===== src/rtl/str_pack_pkg.sv =====
// ---------------------------------------------------------------------------
// str_pack_pkg
// Shared types and constants for the 24-bit to 32-bit sample packer.
//   state_t   : packer FSM state (RUN while accepting samples, FLUSH while
//               emitting the zero-padded tail word of a frame)
//   phase_t   : number of residual bytes held between samples (0..3)
//   KEEP_*    : byte-valid masks for full and partial output words
//   flush_keep: maps a residual byte count to its tail-word tkeep
// ---------------------------------------------------------------------------
package str_pack_pkg;

  typedef enum logic {
    RUN   = 1'b0,
    FLUSH = 1'b1
  } state_t;

  typedef logic [1:0] phase_t;

  localparam logic [3:0] KEEP_FULL = 4'b1111;
  localparam logic [3:0] KEEP_3B   = 4'b0111;
  localparam logic [3:0] KEEP_2B   = 4'b0011;
  localparam logic [3:0] KEEP_1B   = 4'b0001;

  // Byte mask for the tail word built from 'p' residual bytes.
  function automatic logic [3:0] flush_keep(input phase_t p);
    logic [3:0] k;
    case (p)
      2'd3:    k = KEEP_3B;
      2'd2:    k = KEEP_2B;
      2'd1:    k = KEEP_1B;
      default: k = 4'b0000;
    endcase
    return k;
  endfunction

endpackage


===== src/rtl/str_axis_out_reg.sv =====
// ---------------------------------------------------------------------------
// str_axis_out_reg
// One-stage AXI-stream holding register. When 'load' is high the word on
// in_* is captured and presented as valid; otherwise the held word stays
// stable until the consumer accepts it, after which tvalid drops.
// The caller only asserts 'load' when the register is empty or draining
// (!m_axis_tvalid || m_axis_tready).
// Ports:
//   clk, rst           : clock, synchronous active-high reset
//   load               : capture in_data/in_keep/in_last this cycle
//   in_data/keep/last  : word to capture
//   m_axis_tready      : downstream ready
//   m_axis_tdata/tkeep/tlast/tvalid : registered stream outputs
// ---------------------------------------------------------------------------
module str_axis_out_reg #(
  parameter int OW = 32
) (
  input  logic            clk,
  input  logic            rst,
  input  logic            load,
  input  logic [OW-1:0]   in_data,
  input  logic [OW/8-1:0] in_keep,
  input  logic            in_last,
  input  logic            m_axis_tready,
  output logic [OW-1:0]   m_axis_tdata,
  output logic [OW/8-1:0] m_axis_tkeep,
  output logic            m_axis_tlast,
  output logic            m_axis_tvalid
);

  logic [OW-1:0]   tdata_q,  tdata_d;
  logic [OW/8-1:0] tkeep_q,  tkeep_d;
  logic            tlast_q,  tlast_d;
  logic            tvalid_q, tvalid_d;

  always_comb begin
    tdata_d  = tdata_q;
    tkeep_d  = tkeep_q;
    tlast_d  = tlast_q;
    tvalid_d = tvalid_q;
    if (load) begin
      tdata_d  = in_data;
      tkeep_d  = in_keep;
      tlast_d  = in_last;
      tvalid_d = 1'b1;
    end else if (m_axis_tready) begin
      tvalid_d = 1'b0;
    end
  end

  always_ff @(posedge clk) begin
    if (rst) begin
      tdata_q  <= '0;
      tkeep_q  <= '0;
      tlast_q  <= 1'b0;
      tvalid_q <= 1'b0;
    end else begin
      tdata_q  <= tdata_d;
      tkeep_q  <= tkeep_d;
      tlast_q  <= tlast_d;
      tvalid_q <= tvalid_d;
    end
  end

  assign m_axis_tdata  = tdata_q;
  assign m_axis_tkeep  = tkeep_q;
  assign m_axis_tlast  = tlast_q;
  assign m_axis_tvalid = tvalid_q;

endmodule


===== src/rtl/str_sample_packer.sv =====
// ---------------------------------------------------------------------------
// str_sample_packer
// Packs a stream of 24-bit samples into dense little-endian 32-bit words
// (four samples -> three words). A frame ending mid-word produces a
// zero-padded tail word with a partial tkeep and tlast set; a frame ending
// on a word boundary marks its final full word with tlast directly.
// Ports:
//   clk, rst                 : clock, synchronous active-high reset
//   s_axis_tdata/tvalid/tlast/tready : 24-bit sample input stream
//   m_axis_tdata/tkeep/tlast/tvalid/tready : 32-bit packed output stream
//   frame_cnt                : count of frames whose last word was loaded
// ---------------------------------------------------------------------------
module str_sample_packer
  import str_pack_pkg::*;
#(
  parameter int DW = 24,
  parameter int OW = 32,
  parameter int CW = 16
) (
  input  logic            clk,
  input  logic            rst,
  input  logic [DW-1:0]   s_axis_tdata,
  input  logic            s_axis_tvalid,
  input  logic            s_axis_tlast,
  output logic            s_axis_tready,
  output logic [OW-1:0]   m_axis_tdata,
  output logic [OW/8-1:0] m_axis_tkeep,
  output logic            m_axis_tlast,
  output logic            m_axis_tvalid,
  input  logic            m_axis_tready,
  output logic [CW-1:0]   frame_cnt
);

  state_t        state_q, state_d;
  phase_t        phase_q, phase_d;
  logic [DW-1:0] res_q, res_d;
  logic [CW-1:0] frame_cnt_q, frame_cnt_d;

  logic            can_load;
  logic            accept;
  logic            word_vld;
  logic [OW-1:0]   word_data;
  logic [OW/8-1:0] word_keep;
  logic            word_last;

  always_comb begin
    can_load      = !m_axis_tvalid || m_axis_tready;
    s_axis_tready = (state_q == RUN) && can_load;
    accept        = s_axis_tvalid && s_axis_tready;

    state_d   = state_q;
    phase_d   = phase_q;
    res_d     = res_q;
    word_vld  = 1'b0;
    word_data = '0;
    word_keep = KEEP_FULL;
    word_last = 1'b0;

    if (state_q == FLUSH) begin
      // Tail word: residual bytes in the low lanes, upper lanes zero.
      if (can_load) begin
        word_vld  = 1'b1;
        word_last = 1'b1;
        word_keep = flush_keep(phase_q);
        case (phase_q)
          2'd3:    word_data = {8'h00, res_q[23:0]};
          2'd2:    word_data = {16'h0000, res_q[15:0]};
          2'd1:    word_data = {24'h000000, res_q[7:0]};
          default: word_data = '0;
        endcase
        phase_d = 2'd0;
        res_d   = '0;
        state_d = RUN;
      end
    end else if (accept) begin
      case (phase_q)
        2'd0: begin
          res_d   = s_axis_tdata;
          phase_d = 2'd3;
        end
        2'd3: begin
          word_data = {s_axis_tdata[7:0], res_q[23:0]};
          res_d     = {8'h00, s_axis_tdata[23:8]};
          phase_d   = 2'd2;
        end
        2'd2: begin
          word_data = {s_axis_tdata[15:0], res_q[15:0]};
          res_d     = {16'h0000, s_axis_tdata[23:16]};
          phase_d   = 2'd1;
        end
        default: begin
          word_data = {s_axis_tdata[23:0], res_q[7:0]};
          res_d     = '0;
          phase_d   = 2'd0;
        end
      endcase
      word_vld = (phase_q != 2'd0);
      // Only a sample entering at phase 1 empties the residual; any other
      // frame end leaves bytes behind that need a tail word.
      if (s_axis_tlast) begin
        if (phase_q == 2'd1) begin
          word_last = 1'b1;
        end else begin
          state_d = FLUSH;
        end
      end
    end

    // A word is only ever offered when the output register can take it,
    // so word_vld doubles as the register load strobe.
    frame_cnt_d = frame_cnt_q;
    if (word_vld && word_last) begin
      frame_cnt_d = frame_cnt_q + CW'(1);
    end
  end

  always_ff @(posedge clk) begin
    if (rst) begin
      state_q     <= RUN;
      phase_q     <= 2'd0;
      res_q       <= '0;
      frame_cnt_q <= '0;
    end else begin
      state_q     <= state_d;
      phase_q     <= phase_d;
      res_q       <= res_d;
      frame_cnt_q <= frame_cnt_d;
    end
  end

  assign frame_cnt = frame_cnt_q;

  str_axis_out_reg #(
    .OW(OW)
  ) u_out_reg (
    .clk           (clk),
    .rst           (rst),
    .load          (word_vld),
    .in_data       (word_data),
    .in_keep       (word_keep),
    .in_last       (word_last),
    .m_axis_tready (m_axis_tready),
    .m_axis_tdata  (m_axis_tdata),
    .m_axis_tkeep  (m_axis_tkeep),
    .m_axis_tlast  (m_axis_tlast),
    .m_axis_tvalid (m_axis_tvalid)
  );

endmodule


===== config.mk =====
export PLATFORM = sky130hd
export DESIGN_NAME = str_sample_packer
export DESIGN_NICKNAME = d
export VERILOG_FILES = /design/src/rtl/str_pack_pkg.sv /design/src/rtl/str_axis_out_reg.sv /design/src/rtl/str_sample_packer.sv
export SDC_FILE = /design/constraint.sdc
export NUM_CORES = 1
export LEC_CHECK = 0
export BUFFER_PORTS_ARGS = -buffer_cell sky130_fd_sc_hd__buf_2
export CAP_MARGIN = 20
export CORE_MARGIN = 2
export CORE_UTILIZATION = 55
export CTS_BUF_LIST = sky130_fd_sc_hd__clkbuf_16
export DETAILED_ROUTE_END_ITERATION = 7
export PLACE_DENSITY = 0.77
export SLEW_MARGIN = 20
export SYNTH_ARGS = -nofsm -noshare
export SYNTH_HDL_FRONTEND = slang
export SYNTH_HIERARCHICAL = 1
export SYNTH_SLANG_ARGS = --single-unit

===== constraint.sdc =====
create_clock -name clk -period 4.2 [get_ports clk]
set_clock_uncertainty 0.05 [all_clocks]
set_input_delay 0.84 -clock clk [delete_from_list [all_inputs] [get_ports clk]]
set_output_delay 0.84 -clock clk [all_outputs]
set_load 0.05 [all_outputs]

==> impl_metrics.yaml <==
power_and_ir_drop:
  ir_drop_v: 0.000264
  p_leak_nw: 1.94
  power_density_nw_per_um2: 430
yosys:
  synth_common_cells: "nor2_1, dfxtp_1, mux2i_1"
  ys_top_cells_by_area: "dfxtp_1, mux2i_1, nor2_1"
  synth_seq_area_share_pct: 40.5
  synth.most_common_cell: "nor2_1"
  synthCells: 449
  yosys_warnings: 6
  synth_top_cell_area_share_pct: 40.5
  yosysUniqueCellTypes: 50
  syn_area_um2: 4000
  syn_nets: 486
  yosysTopAreaCell: "dfxtp_1"
  syn_avg_cell_area_um2: 8.91
  synth_top_flop_cell: "dfxtp_1"
  synth_edf_count: 0
  synth_seq_cells: 81
  ys_async_sr_fraction_pct: 0
setup_path:
  crit_family: "compound AO/OA/AOI/OAI gates"
  crit_chain: "inv_1 -> ha_1 -> and4b_1 -> o2111ai_4 -> o41ai_1 -> a21oi_1"
  rr_endpoint: "frame_cnt[15]"
  cp_num_buf_inv: 1
  reg2reg_depth: 6
  critical_path_arrival_ps: 2840
  worstSetupStartpointType: "register"
  endpoint_kind: "register"
  cp.required_ps: 4320
  rr_startpoint: "phase_q[0]"
  cp.depth: 6
  crit_type: "register to register"
  crit_fanout: 27
  crit_slowest_cell: "and4b_1"
  slowest_delay_ps: 640
  rrSetupSlack_ps: 1480
finish:
  drive_above_1_share_pct: 21.9
  syn_to_final_growth_pct: 17.0
  fin_nets: 548
  final_cell_count_no_fill: 615
  fillers: 647
  antenna_cells: 0
cts:
  htree_levels: 3
  cts_resized: 0
  postCtsSetupBuffers: 0
  cts_tree: "built"
  clk_pin_slew_ps: 60
  cts_hold_buf: 0
  clockRootBuffer: "clkbuf_16"
  cts_made_buffers: 9
  cts.path.max_buffers: 2
  clkSinkCount: 81
  clock_latency_ps: 330
min_path:
  min_path_type: "register to register"
  min_to: "res_q[7]"
  whs_path_depth: 2
  min_from: "res_q[7]"
detailed_routing:
  drt_wl_total_um: 10200
  dr.pass1.iters: 6
  dr_wl_met3_um: 543
  dr_wl_met2_um: 5060
  wl_per_cell_um: 16.6
  routed-via-count: 3623
  top_layer_used: "met4"
  routedLengthMet1_um: 4440
  viasPerCell: 5.89
  drtIter0Drc: 341
  ant_nets: 0
  drc_errors: 0
flow_run:
  drv_cap: 0
timing:
  fin_crit_ps: 2720
  max_freq_mhz: 367
  final-setup-viol-count: 0
  hold_violations: 0
  rsz0062_at_grt: "false"
  holdWs_ps: 401
  post-route-period-util_pct: 64.8
  setup_tns_ps: 0
  slew_headroom_pct: 30.1
  drv_slew: 0
  worst_slack_ps: 1480
  worst_slew_pin_slew_ps: 1050
grt:
  grtUsageTotal_pct: 26.1
  grt_pass1_wl_um: 16000
  grt_max_degree: 57
  antenna_found_initial: 0
  grt_pass1_vias: 3288
  grt.overflow.total: 0
die:
  rows: 31
  initial_core_util_pct: 56.0
  die_w_um: 89.3
  dieArea_um2: 7970
  ioPinCount: 84
  die_h_um: 89.3
  core-area_um2: 7140
place:
  gp_congestion: 0.856
  dp_hpwl_um: 6720
  dp.cells: 599
  pre_cts_slack_ps: 1420
  portBuffers: 83
status:
  outcome: "complete, no violations"
==> stage by stage <==
step                util [%]  cell area [µm²]  total power [mW]
floorplan                  -             4000              1.16
global placement        61.4             4380              1.24
detailed placement      61.4             4380              1.25
CTS                     65.6             4680              2.02
global route            65.6             4680              2.09
finish                  65.6             4680              2.01
==> kinds of logic after synthesis <==
group / synth area share [%]
AND/OR/NAND/NOR: 18.2
AO/OA/AOI/OAI: 22.1
flip-flops: 40.5
buffers and inverters: 5.76
multiplexers: 9.51
adder cells (fa/ha/maj): 2.50
XOR/XNOR: 1.31
==> cell usage in the layout (no fill, tap or decap), types with 3 or more instances in the layout <==
master     count
a21oi_1       24
ha_1           8
nand3_1        5
or4_1          3
a32oi_1        8
or3_1          8
a222oi_1       8
nor3_1         3
xor2_1         5
clkbuf_16      9
a22o_1         8
a2bb2oi_1     14
inv_1          4
mux2i_1       38
nand4_1        3
dfxtp_1       81
a22oi_1       16
o21ai_0       17
nand2_1       22
a32o_1         8
buf_4          6
nor2_1        87
buf_2         83
nor2b_1        9
and3_1         3
==> report_power, final <==
part	total [mW]	internal (mW)	switching (mW)
combinational	0.410	0.145	0.265
sequential	0.830	0.804	0.0260
clock	0.774	0.459	0.315
total	2.01	1.41	0.606
==> area by class of cell <==
type	count	area, µm²	area share, %
inverter	5	18.8	0.401
sequential	81	1620	34.6
clock inverter	7	71.3	1.52
clock buffer	9	225	4.81
timing repair buffer	89	460	9.84
multi-input combinational	325	2160	46.1
tap	99	124	2.65
==> routing by layer <==
metal,vias to the layer above,track usage (%)
met5,-,0
met4,0,9.63
met3,12,3.42
met2,114,45.3
met1,1737,33.0
li1,1760,-
==> how the worst max path moves through the flow <==
stage | from | endpoint | slack (ps)
6_report | phase_q[0] | frame_cnt[15] | 1480
5_1_grt | phase_q[0] | frame_cnt[15] | 1270
3_5_place_dp | m_axis_tready | u_out_reg/m_axis_tdata[28] | 1420
2_1_floorplan | m_axis_tready | u_out_reg/m_axis_tdata[19] | 1730
4_1_cts | phase_q[0] | frame_cnt[15] | 1510
3_3_place_gp | m_axis_tready | u_out_reg/m_axis_tdata[21] | 1470
==> sequential cells by signal, summed over array words and instances (netlist names) <==
signal / cells
frame_cnt: 16
state_q: 1
u_out_reg/m_axis_tlast: 1
phase_q: 2
res_q: 24
u_out_reg/m_axis_tvalid: 1
u_out_reg/m_axis_tdata: 32
u_out_reg/m_axis_tkeep: 4
==> worst reg2reg max path, cell delays in order (launching register included) <==
cell and delay (ps):
dfxtp_1 410, inv_1 130, ha_1 570, and4b_1 640
o2111ai_4 220, o41ai_1 420, a21oi_1 100
Power figures use the tool's default switching activity.
